[src/rtl/aes_pkg.sv]
// Shared types, widths and GF(2^8) helpers for the AES key-schedule engine.
// The S-box is computed from the field inverse plus affine map rather than a 256-entry table.
package aes_pkg;

    localparam int unsigned RK_W   = 128;
    localparam int unsigned WORD_W = 32;

    typedef enum logic [1:0] {
        KeyLen128 = 2'd0,
        KeyLen192 = 2'd1,
        KeyLen256 = 2'd2
    } key_len_e;

    typedef enum logic [1:0] {
        StIdle,
        StGen,
        StOut
    } state_e;

    // Mode 3 aliases AES-256; anything wider than the build supports falls back to the largest key.
    function automatic key_len_e clamp_len(input logic [1:0] key_len, input int unsigned max_bits);
        key_len_e len;
        case (key_len)
            2'd0:    len = KeyLen128;
            2'd1:    len = KeyLen192;
            default: len = KeyLen256;
        endcase
        if (max_bits < 192) begin
            len = KeyLen128;
        end else if ((max_bits < 256) && (len == KeyLen256)) begin
            len = KeyLen192;
        end
        return len;
    endfunction

    function automatic logic [3:0] nk_of(input key_len_e len);
        case (len)
            KeyLen128: return 4'd4;
            KeyLen192: return 4'd6;
            default:   return 4'd8;
        endcase
    endfunction

    function automatic logic [3:0] nr_of(input key_len_e len);
        case (len)
            KeyLen128: return 4'd10;
            KeyLen192: return 4'd12;
            default:   return 4'd14;
        endcase
    endfunction

    function automatic logic [7:0] xtime(input logic [7:0] b);
        return {b[6:0], 1'b0} ^ (b[7] ? 8'h1b : 8'h00);
    endfunction

    function automatic logic [7:0] gf_mul(input logic [7:0] a, input logic [7:0] b);
        logic [7:0] acc;
        logic [7:0] p;
        acc = 8'h00;
        p   = a;
        for (int k = 0; k < 8; k++) begin
            if (b[k]) begin
                acc = acc ^ p;
            end
            p = xtime(p);
        end
        return acc;
    endfunction

    // b^254 is the multiplicative inverse (and maps 0 to 0), followed by the FIPS affine map.
    function automatic logic [7:0] sbox(input logic [7:0] b);
        logic [7:0] p;
        logic [7:0] inv;
        p   = b;
        inv = 8'h01;
        for (int k = 1; k < 8; k++) begin
            p   = gf_mul(p, p);
            inv = gf_mul(inv, p);
        end
        return inv ^ {inv[6:0], inv[7]} ^ {inv[5:0], inv[7:6]} ^ {inv[4:0], inv[7:5]}
             ^ {inv[3:0], inv[7:4]} ^ 8'h63;
    endfunction

endpackage

[src/rtl/aes_key_word_step.sv]
// One key-expansion step: w[i] = w[i-Nk] ^ f(w[i-1]), where f is identity, SubWord,
// or SubWord(RotWord) ^ rcon depending on the position within the Nk group.
module aes_key_word_step
    import aes_pkg::*;
(
    input  logic [WORD_W-1:0] prev_word,
    input  logic [WORD_W-1:0] oldest_word,
    input  logic [7:0]        rcon,
    input  logic              rot_sub,
    input  logic              sub_only,
    output logic [WORD_W-1:0] next_word
);

    logic [WORD_W-1:0] sbox_in;
    logic [WORD_W-1:0] sbox_out;
    logic [WORD_W-1:0] t;

    // Byte 0 of a word lives in the MSBs, so RotWord is a left rotate by one byte.
    assign sbox_in = rot_sub ? {prev_word[23:0], prev_word[31:24]} : prev_word;

    sub_bytes #(
        .N_BYTES(4)
    ) u_sub_bytes (
        .data (sbox_in),
        .subst(sbox_out)
    );

    always_comb begin
        t = prev_word;
        if (rot_sub) begin
            t = sbox_out ^ {rcon, 24'h000000};
        end else if (sub_only) begin
            t = sbox_out;
        end
        next_word = oldest_word ^ t;
    end

endmodule

[src/rtl/sub_bytes.sv]
// Parallel bank of AES S-boxes, one per input byte.
module sub_bytes
    import aes_pkg::*;
#(
    parameter int unsigned N_BYTES = 4
) (
    input  logic [8*N_BYTES-1:0] data,
    output logic [8*N_BYTES-1:0] subst
);

    for (genvar g = 0; g < N_BYTES; g++) begin : g_sbox
        assign subst[8*g +: 8] = sbox(data[8*g +: 8]);
    end

endmodule

[src/rtl/aes_key_expander.sv]
// Iterative AES-128/192/256 key schedule: one schedule word per cycle, round keys handed
// out one at a time over a valid/yumi handshake.
module aes_key_expander
    import aes_pkg::*;
#(
    parameter int unsigned MAX_KEY_BITS_P = 256
) (
    input  logic            clk_i,
    input  logic            reset_i,
    input  logic [255:0]    key_i,
    input  logic [1:0]      key_len_i,
    input  logic            v_i,
    output logic            ready_o,
    output logic [RK_W-1:0] rk_o,
    output logic [3:0]      rk_idx_o,
    output logic            rk_last_o,
    output logic            rk_v_o,
    input  logic            rk_yumi_i
);

    state_e                 state_q, state_d;
    logic [3:0]             nk_q, nk_d;
    logic [3:0]             nr_q, nr_d;
    logic [3:0]             idx_q, idx_d;
    logic [3:0]             wrap_q, wrap_d;
    logic [5:0]             word_q, word_d;
    logic [7:0]             rcon_q, rcon_d;
    logic [7:0][WORD_W-1:0] win_q, win_d;
    logic [3:0][WORD_W-1:0] rk_q, rk_d;

    key_len_e          len_sel;
    logic              expand;
    logic              rot_sub;
    logic              sub_only;
    logic [2:0]        last_slot;
    logic [WORD_W-1:0] new_word;
    logic [WORD_W-1:0] cur_word;

    assign len_sel   = clamp_len(key_len_i, MAX_KEY_BITS_P);
    assign expand    = word_q >= {2'b00, nk_q};
    assign rot_sub   = expand && (wrap_q == 4'd0);
    assign sub_only  = expand && (nk_q == 4'd8) && (wrap_q == 4'd4);
    assign last_slot = 3'(nk_q - 4'd1);

    // Window slot 0 always holds w[i-Nk] and slot Nk-1 holds w[i-1].
    aes_key_word_step u_step (
        .prev_word  (win_q[last_slot]),
        .oldest_word(win_q[0]),
        .rcon       (rcon_q),
        .rot_sub    (rot_sub),
        .sub_only   (sub_only),
        .next_word  (new_word)
    );

    assign cur_word = expand ? new_word : win_q[word_q[2:0]];

    always_comb begin
        state_d = state_q;
        nk_d    = nk_q;
        nr_d    = nr_q;
        idx_d   = idx_q;
        wrap_d  = wrap_q;
        word_d  = word_q;
        rcon_d  = rcon_q;
        win_d   = win_q;
        rk_d    = rk_q;
        case (state_q)
            StIdle: begin
                if (v_i) begin
                    nk_d   = nk_of(len_sel);
                    nr_d   = nr_of(len_sel);
                    for (int j = 0; j < 8; j++) begin
                        win_d[j] = key_i[32*j +: 32];
                    end
                    word_d  = 6'd0;
                    wrap_d  = 4'd0;
                    idx_d   = 4'd0;
                    rcon_d  = 8'h01;
                    state_d = StGen;
                end
            end
            StGen: begin
                rk_d[word_q[1:0]] = cur_word;
                if (expand) begin
                    for (int j = 0; j < 7; j++) begin
                        win_d[j] = win_q[j+1];
                    end
                    win_d[last_slot] = new_word;
                    if (rot_sub) begin
                        rcon_d = xtime(rcon_q);
                    end
                end
                word_d = word_q + 6'd1;
                wrap_d = (wrap_q == nk_q - 4'd1) ? 4'd0 : wrap_q + 4'd1;
                if (word_q[1:0] == 2'd3) begin
                    state_d = StOut;
                end
            end
            StOut: begin
                if (rk_yumi_i) begin
                    if (idx_q == nr_q) begin
                        state_d = StIdle;
                    end else begin
                        idx_d   = idx_q + 4'd1;
                        state_d = StGen;
                    end
                end
            end
            default: state_d = StIdle;
        endcase
    end

    always_ff @(posedge clk_i) begin
        if (reset_i) begin
            state_q <= StIdle;
            nk_q    <= 4'd0;
            nr_q    <= 4'd0;
            idx_q   <= 4'd0;
            wrap_q  <= 4'd0;
            word_q  <= 6'd0;
            rcon_q  <= 8'h00;
            win_q   <= '0;
            rk_q    <= '0;
        end else begin
            state_q <= state_d;
            nk_q    <= nk_d;
            nr_q    <= nr_d;
            idx_q   <= idx_d;
            wrap_q  <= wrap_d;
            word_q  <= word_d;
            rcon_q  <= rcon_d;
            win_q   <= win_d;
            rk_q    <= rk_d;
        end
    end

    assign ready_o   = (state_q == StIdle);
    assign rk_v_o    = (state_q == StOut);
    assign rk_o      = rk_q;
    assign rk_idx_o  = idx_q;
    assign rk_last_o = (state_q == StOut) && (idx_q == nr_q);

endmodule
[config.mk]
export PLATFORM = sky130hd
export DESIGN_NAME = aes_key_expander
export DESIGN_NICKNAME = d
export VERILOG_FILES = /design/src/rtl/aes_pkg.sv /design/src/rtl/aes_key_word_step.sv /design/src/rtl/sub_bytes.sv /design/src/rtl/aes_key_expander.sv
export SDC_FILE = /design/constraint.sdc
export NUM_CORES = 2
export LEC_CHECK = 0
export CAP_MARGIN = 10
export CORE_UTILIZATION = 25
export DETAILED_ROUTE_END_ITERATION = 12
export HOLD_SLACK_MARGIN = 0.03
export PLACE_DENSITY = 0.51
export SYNTH_ARGS = -nofsm -noshare
export SYNTH_HDL_FRONTEND = slang
export SYNTH_SLANG_ARGS = --single-unit
[constraint.sdc]
create_clock -name clk_i -period 18.3 [get_ports clk_i]
set_clock_uncertainty 0.15 [all_clocks]
set_input_delay 5.49 -clock clk_i [delete_from_list [all_inputs] [get_ports clk_i]]
set_output_delay 5.49 -clock clk_i [all_outputs]
set_load 0.05 [all_outputs]
## Yosys cells after proc, flatten, opt, wreduce, memory -nomap -nowiden

Cells that the tools add are included.

| word-level totals | value |
|---|---|
| bits in registers | 416 |
| latch bits | 0 |
| bits in writable memories | 0 |
| memory bits (read-only) | 0 |
| input bits | 262 |
| output and inout port bits | 135 |
| word-level logic and storage cells | 1691 |
| memories | 0 |

| cells by class | value |
|---|---|
| $add $sub $neg | 4 |
| multipliers | 0 |
| div/mod/pow operators | 0 |
| $lt $le $gt $ge | 6 |
| equal/unequal tests | 15 |
| shift-type cells | 0 |
| mux-type cells | 850 |
| bitwise gates (word level) | 779 |
| reductions and logical operators | 18 |

Operator list:

| kind | count |
|---|---|
| 8-bit two-way mux | 423 |
| 8-bit XOR | 380 |
| 8-bit by 5-bit XOR with 8-bit output | 365 |
| 5-bit two-way mux | 369 |
| 256-bit two-way mux | 2 |
| 256-bit case mux with 2 select lines | 1 |
| 256-bit bitwise mux | 1 |
| 32-bit two-way mux | 8 |
| 32-bit binary-select mux with 3-bit select | 2 |
| 128-bit bitwise mux | 1 |
| 32-bit demux with 3-bit select | 1 |
| 32-bit demux with 2-bit select | 1 |
| 32-bit XOR | 2 |
| 4-bit two-way mux | 8 |
| 6-bit two-way mux | 5 |
| 7-bit two-way mux | 4 |
| 1-bit inverter, first input constant | 28 |
| 4-bit case mux with 2 select lines | 3 |
| 4-bit inverter | 4 |
| 8-bit case mux with 2 select lines | 1 |
| 2-bit two-way mux | 7 |
| 3-bit two-way mux | 4 |
| 6-bit case mux with 2 select lines | 1 |
| 4-bit by 1-bit adder with 4-bit output, second input constant | 2 |
| 25 further kinds | 49 |

## Longest topological paths before layout

| depth | value |
|---|---|
| word-level depth | 142 |
| mapped depth | 84 |
| depth with buffers taken out | 70 |

## By module

Synthesis repeated with hierarchy kept, for this count alone.

| second synthesis, totals | value |
|---|---|
| cell total of the unflattened synthesis | 10169 |
| area total of the unflattened synthesis | 79377.4 um2 |

By module, submodules not included:

| module | instances | cells an instance | area an instance (um2) | seq. area each (um2) |
|---|---|---|---|---|
| sub_bytes | 1 | 7927 | 57337.5 | 0.0 |
| aes_key_expander | 1 | 2121 | 20823.7 | 8287.9 |
| aes_key_word_step | 1 | 121 | 1216.2 | 0.0 |

## Worst setup path after synthesis

No wires, ideal clock.

| timing | value |
|---|---|
| path type | register to register |
| from | reg nk_q[1] |
| to | reg rk_q, in the netlist rk_o[122] |
| library setup time | 0.117 ns |
| arrival time | 18.438 ns |
| data required time | 18.033 ns |
| slack | -0.405 ns |
| cell stages (with the launch flop) | 81 |
| path buffers | 15 |
| period minus slack after synthesis | 18.705 ns |
| cell sequence | dfxtp_1 -> buf_6 -> buf_6 -> buf_8 -> inv_1 -> ha_1 -> buf_2 -> buf_2 -> buf_2 -> mux4_2 -> buf_2 -> mux2i_4 -> inv_2 -> ha_1 -> clkbuf_1 -> nand2b_1 -> a21oi_1 -> o21ai_1 -> [... 45 more ...] -> o21a_1 -> buf_2 -> nor3_1 -> xnor2_1 -> xor2_2 -> inv_1 -> a311o_1 -> a2111oi_2 -> xnor2_1 -> xnor3_1 -> xor3_2 -> xnor3_1 -> a222oi_1 -> xor2_1 -> o21ai_1 -> nor2_1 -> a21oi_1 -> nor2_1 |

| between the ends | value |
|---|---|
| word-level cells in the longest chain between the ends | 137 |
| elaborated cells on any way between the ends | 404 |
| those cells by class | add/sub: 1; order compare: 1; eq/ne: 1; mux: 210; bitwise: 188; reduce/logical: 3 |

RTL lines:

| what | line | RTL |
|---|---|---|
| from (decl) | aes_key_expander.sv:22 | `logic [3:0] nk_q, nk_d;` |
| from (signal assigned) | aes_key_expander.sv:126 | `nk_q <= nk_d;` |
| 4-bit by 1-bit subtractor with 4-bit output | -- |  |
| 32-bit binary-select mux with 3-bit select | aes_key_expander.sv:47 | `.prev_word (win_q[last_slot]),` |
| 32-bit two-way mux (not written as such) | aes_key_expander.sv:47 |  |
| 32-bit two-way mux | aes_key_word_step.sv:19 | `assign sbox_in = rot_sub ? {prev_word[23:0], prev_word[31:24]} : prev_word;` |
| 5-bit two-way mux (tied with other cells) | aes_pkg.sv:53 | `return {b[6:0], 1'b0} ^ (b[7] ? 8'h1b : 8'h00);` |
| 8-bit by 5-bit XOR with 8-bit output / 8-bit XOR (equally long branches) | aes_pkg.sv:53, aes_pkg.sv:63 |  |
| 8-bit XOR / 8-bit two-way mux (equally long branches) | aes_pkg.sv:63, aes_pkg.sv:62 |  |
| 8-bit two-way mux / 8-bit XOR (equally long branches) | aes_pkg.sv:62, aes_pkg.sv:63 |  |
| [... 119 more ...] | -- |  |
| 8-bit two-way mux | aes_pkg.sv:62 | `if (b[k]) begin` |
| 8-bit XOR (3 in a row) | aes_pkg.sv:80 | `return inv ^ {inv[6:0], inv[7]} ^ {inv[5:0], inv[7:6]} ^ {inv[4:0], inv[7:5]}` |
| 8-bit XOR | aes_pkg.sv:81 | `^ {inv[3:0], inv[7:4]} ^ 8'h63;` |
| 32-bit two-way mux / 32-bit XOR (equally long branches) | aes_key_word_step.sv:32, aes_key_word_step.sv:31 |  |
| 32-bit two-way mux | aes_key_word_step.sv:30 | `if (rot_sub) begin` |
| 32-bit XOR | aes_key_word_step.sv:35 | `next_word = oldest_word ^ t;` |
| 32-bit two-way mux (*) | aes_key_expander.sv:55 | `assign cur_word = expand ? new_word : win_q[word_q[2:0]];` |
| 128-bit bitwise mux (*) | aes_key_expander.sv:83 | `rk_d[word_q[1:0]] = cur_word;` |
| to (signal assigned) | aes_key_expander.sv:133 | `rk_q <= rk_d;` |
| to (decl) | aes_key_expander.sv:29 | `logic [3:0][WORD_W-1:0] rk_q, rk_d;` |

Every way passes the cells marked *; elsewhere a longest branch is shown, timed or not. The select of a mux whose other input is x is not followed.
A chain may end at the register's enable or synchronous reset.

## Final worst setup path

| timing | value |
|---|---|
| from | reg nk_q[1] |
| to | reg rk_q, in the netlist rk_o[69] |

| between the ends | value |
|---|---|
| word-level cells in the longest chain between the ends | 138 |
| elaborated cells on any way between the ends | 405 |
| those cells by class | add/sub: 1; order compare: 1; eq/ne: 1; mux: 210; bitwise: 189; reduce/logical: 3 |

RTL lines:

| what | line |
|---|---|
| 4-bit by 1-bit subtractor with 4-bit output | -- |
| 32-bit binary-select mux with 3-bit select | aes_key_expander.sv:47 |
| 32-bit two-way mux (not written as such) | aes_key_expander.sv:47 |
| 32-bit two-way mux | aes_key_word_step.sv:19 |
| 5-bit two-way mux (tied with other cells) | aes_pkg.sv:53 |
| 8-bit by 5-bit XOR with 8-bit output / 8-bit XOR (equally long branches) | aes_pkg.sv:53, aes_pkg.sv:63 |
| 8-bit XOR / 8-bit two-way mux (equally long branches) | aes_pkg.sv:63, aes_pkg.sv:62 |
| 8-bit two-way mux / 8-bit XOR (equally long branches) | aes_pkg.sv:62, aes_pkg.sv:63 |
| [... 120 more ...] | -- |
| 8-bit XOR (3 in a row) | aes_pkg.sv:80 |
| 8-bit XOR | aes_pkg.sv:81 |
| 4-bit inverter (no source line) | -- |
| 32-bit two-way mux / 32-bit XOR (equally long branches) | aes_key_word_step.sv:32, aes_key_word_step.sv:31 |
| 32-bit two-way mux | aes_key_word_step.sv:30 |
| 32-bit XOR | aes_key_word_step.sv:35 |
| 32-bit two-way mux (*) | aes_key_expander.sv:55 |
| 128-bit bitwise mux (*) | aes_key_expander.sv:83 |

Marks and branches as above.

==> Implementation_results.wiki <==
{| class="wikitable"
! Metric !! Value
|-
| Die outline width || around 570 um
|-
| Syn-to-layout area delta || 19.5%
|-
| Total half-perimeter wirelength after legalization and detailed placement || 241,000 um
|-
| Clock edge transition at the registers on the reported setup and hold paths || about 60 ps
|-
| Synthesis Warnings || 0
|-
| Synth area leaders || xnor2_1, dfxtp_1, xnor3_1, nor2_1, nand2_1
|-
| End point of the most critical hold path || rk_o[58]$_SDFFE_PP0P_
|-
| Share of cells above drive strength 1 || ~15%
|-
| Reg-to-Reg Start || nk_q[1]$_SDFFE_PP0P_
|-
| Classification of the worst setup path || reg2reg
|-
| TritonCTS buffer count || 48
|-
| Syn Std Cell Area || 82,100 sq um
|-
| Crit path DAT || between 15,000 and 20,000 ps
|-
| Post-synth ARST share || 0%
|-
| Clock Latency Late Sink || 680 ps
|-
| Delay of the slowest cell on the worst path || 620 ps
|-
| Commonest cells post-synth || xnor2_1, nor2_1, nand2_1
|-
| Count of flip-flops with a built-in enable after synthesis || 0
|-
| Post-detailed-routing wire length || 325,000 um
|-
| Clock period minus worst slack || 17,600 ps
|-
| Largest driver fanout on the critical path || 13
|-
| Cell with the largest stage delay on the worst path || xnor2_2
|-
| Run status || complete, no violations
|-
| Number of design rule violations left after detail routing || 0
|-
| Starting utilization of the core area || between 20 and 30%
|-
| Number of antenna violations at the first check in global routing || 34
|-
| Hold Violations, Final || 0
|-
| Detailed-router iteration count before antenna repair || 8
|-
| Transition time at the pin with the least slew margin || 1210 ps
|-
| Cells on worst reg2reg path || 62
|-
| Total global routing overflow || 0
|-
| RePlAce Congestion || ~0.9
|-
| Pin count of the biggest net entering global routing || roughly 190
|-
| TritonCTS clock tree || done
|-
| Slew Limit Headroom || approximately a fifth
|-
| Total placed cells including tap cells || 15,500
|-
| Main synth FF type || dfxtp_1
|-
| Element type at the critical path end || register
|-
| Detail Route Antenna Nets || 0
|-
| Average wire per cell in the routed design || 20.7 um
|-
| Syn avg cell area || 7.60 sq um
|-
| DIE AREA || 331,000 sq um
|-
| H-tree depth reported by CTS || 2
|-
| Slack of the worst reg-to-reg path || 700 ps
|-
| IO Port Bufs || ~400
|-
| Die height || 575 um
|-
| Final std cells w/o fill || 15,700
|-
| Hold Startpoint || rk_o[58]$_SDFFE_PP0P_
|-
| Drt initial violations || about 7,400
|-
| Clock Tree Buf Depth || 3
|-
| Number of primary I/O pins || 397
|-
| Required time at the worst-slack endpoint || between 15,000 and 20,000 ps
|-
| Area of the placeable core || 327,000 sq um
|-
| Synthesized netlist cell count || 10,800
|-
| Number of clock sinks seen by CTS || ~410
|-
| Library cell occupying the most area in the post-synthesis netlist || xnor2_1
|-
| Count of maximum capacitance violations || 0
|-
| Sequential cell area fraction in the yosys report || about a tenth
|-
| Most instantiated library cell after synthesis || xnor2_1
|-
| Critical Path Source Type || register
|-
| Vias/cell || between 5 and 6
|-
| Hold-fix buffer count after cts || 0
|-
| HP Class || reg2reg
|-
| Cell count of the worst hold path || 2
|-
| Dominant cell type by count on the critical path || xnor3_1
|-
| Vias in the first global route || 75,400
|-
| Routed via count || 81,400
|-
| Number of failing setup endpoints in the final timing report || 0
|-
| Number of nets in the layout || 11,600
|-
| Terminus of the critical flop-to-flop path || rk_o[69]$_SDFFE_PP0P_
|-
| Wire length of the first global-routing pass || slightly below 500,000 um
|-
| Std cell rows || 210
|-
| Achievable Freq || 56.8 MHz
|-
| Share of the synthesized area in the top cell type || between 10% and 20%
|-
| Yosys cell types || 127
|-
| Root Driver || clkbuf_16
|-
| Max-slew violations || 0
|-
| Portion of the clock cycle consumed by the worst path in the final layout || a little over nine tenths
|-
| Number of flip-flops and latches in the synthesized netlist || 414
|-
| Synth Net Count || 11,100
|-
| GR Util All Layers || 18.6%
|}
-- state kept, by name (all words and copies together), names as in the netlist --
name and flops:
win_q 256, rk_o 128, rcon_q 8, word_q 6, rk_idx_o 4, wrap_q 4
nk_q 3, nr_q 3, state_q 2
-- how the worst max path moves through the flow --
stage | start | end | depth (start not counted)
floorplan | nk_q[1]$_SDFFE_PP0P_ | rk_o[122]$_SDFFE_PP0P_ | 81
global placement | nk_q[2]$_SDFFE_PP0P_ | rk_o[41]$_SDFFE_PP0P_ | 60
detailed placement | nk_q[2]$_SDFFE_PP0P_ | rk_o[73]$_SDFFE_PP0P_ | 60
CTS | nk_q[2]$_SDFFE_PP0P_ | rk_o[68]$_SDFFE_PP0P_ | 64
global route | nk_q[2]$_SDFFE_PP0P_ | win_q[39]$_SDFFE_PP0P_ | 73
finish | nk_q[1]$_SDFFE_PP0P_ | rk_o[69]$_SDFFE_PP0P_ | 62
-- through the flow --
stage | TNS (ps) | cell area (sq um) | setup slack (ps) | utilization [%] | hold slack (ps)
after floorplan | -10.6 | 82200 | -10.6 | - | 296
after global placement | -14890 | 94300 | -484 | 28.8 | 286
after detailed placement | -17730 | 94300 | -445 | 28.8 | 291
after CTS | 0 | 96200 | 13.9 | 29.4 | 299
after global routing | -453 | 98000 | -51.9 | 30.0 | 315
final | 0 | 98000 | 700 | 30.0 | 294
-- layer usage --
metal	track usage, %	routed length (um)	up-vias
met2	30.5	153000	2775
li1	-	-	38900
met5	0	12	-
met1	25.4	144000	39300
met4	6.73	10100	2
met3	1.46	17500	391
-- cell type report --
| cell class | count | area, sq um |
|---|---|---|
| Inverter | 123 | 465 |
| Timing Repair Buffer | 1214 | 10200 |
| Tap cell | 4346 | 5440 |
| Sequential cell | 414 | 8300 |
| Multi-Input combinational cell | 9459 | 71900 |
| Clock buffer | 69 | 1380 |
| Clock inverter | 13 | 201 |
| Fill cell | 35300 | 229000 |
| Antenna cell | 33 | 82.6 |
-- cell families after synthesis --
logic type	after synthesis	share of synthesized area, %
adders and majority gates	44	0.668
DFF	414	10.1
buffers and inverters	923	4.84
AOI/OAI and AO/OA	2358	19.1
muxes	486	7.80
and+or+nand+nor	3998	21.0
xor gates and xnor gates	2571	36.4
-- timing repair --
item | 4_1_cts | 5_1_grt
resized for setup | 22 | 202
setup endpoints to repair | 137 | 256
setup buffers | 13 | 75
pin swaps | 5 | 50
cloned | 2 | 2
-- cells in the final DEF (no fill, tap or decap), types with 45 or more instances in the layout --
master / instances
nor4_1: 64
xnor3_1: 337
dfxtp_1: 409
nor3_1: 299
clkdlybuf4s50_1: 395
o21ai_1: 172
buf_4: 804
xor2_1: 407
a221oi_1: 99
and2_1: 66
a21oi_1: 532
and3_1: 45
xnor2_4: 47
xnor2_1: 1418
o21ai_0: 406
a31oi_1: 90
o22ai_1: 117
mux2_2: 56
nand2b_1: 55
or3_1: 65
mux2i_1: 296
inv_1: 81
a211oi_1: 128
xnor2_2: 222
a311oi_1: 154
mux4_2: 99
nor2_1: 1503
nand3_1: 247
xor2_2: 57
o211ai_1: 87
clkbuf_16: 49
nand2_1: 1384
-- worst max-delay path: cells and delay by family (launching register included) --
kind	cells	cell delay [ps]
xor gates and xnor gates	26	8880
buffers and inverters	9	1480
adders and majority gates	3	1090
AOI/OAI and AO/OA	12	2300
DFF	1	380
muxes	5	1130
and+or+nand+nor	7	1980
Power is not shown: default switching activity piles up to over one toggle a cycle in this logic, so the estimate is an artifact.
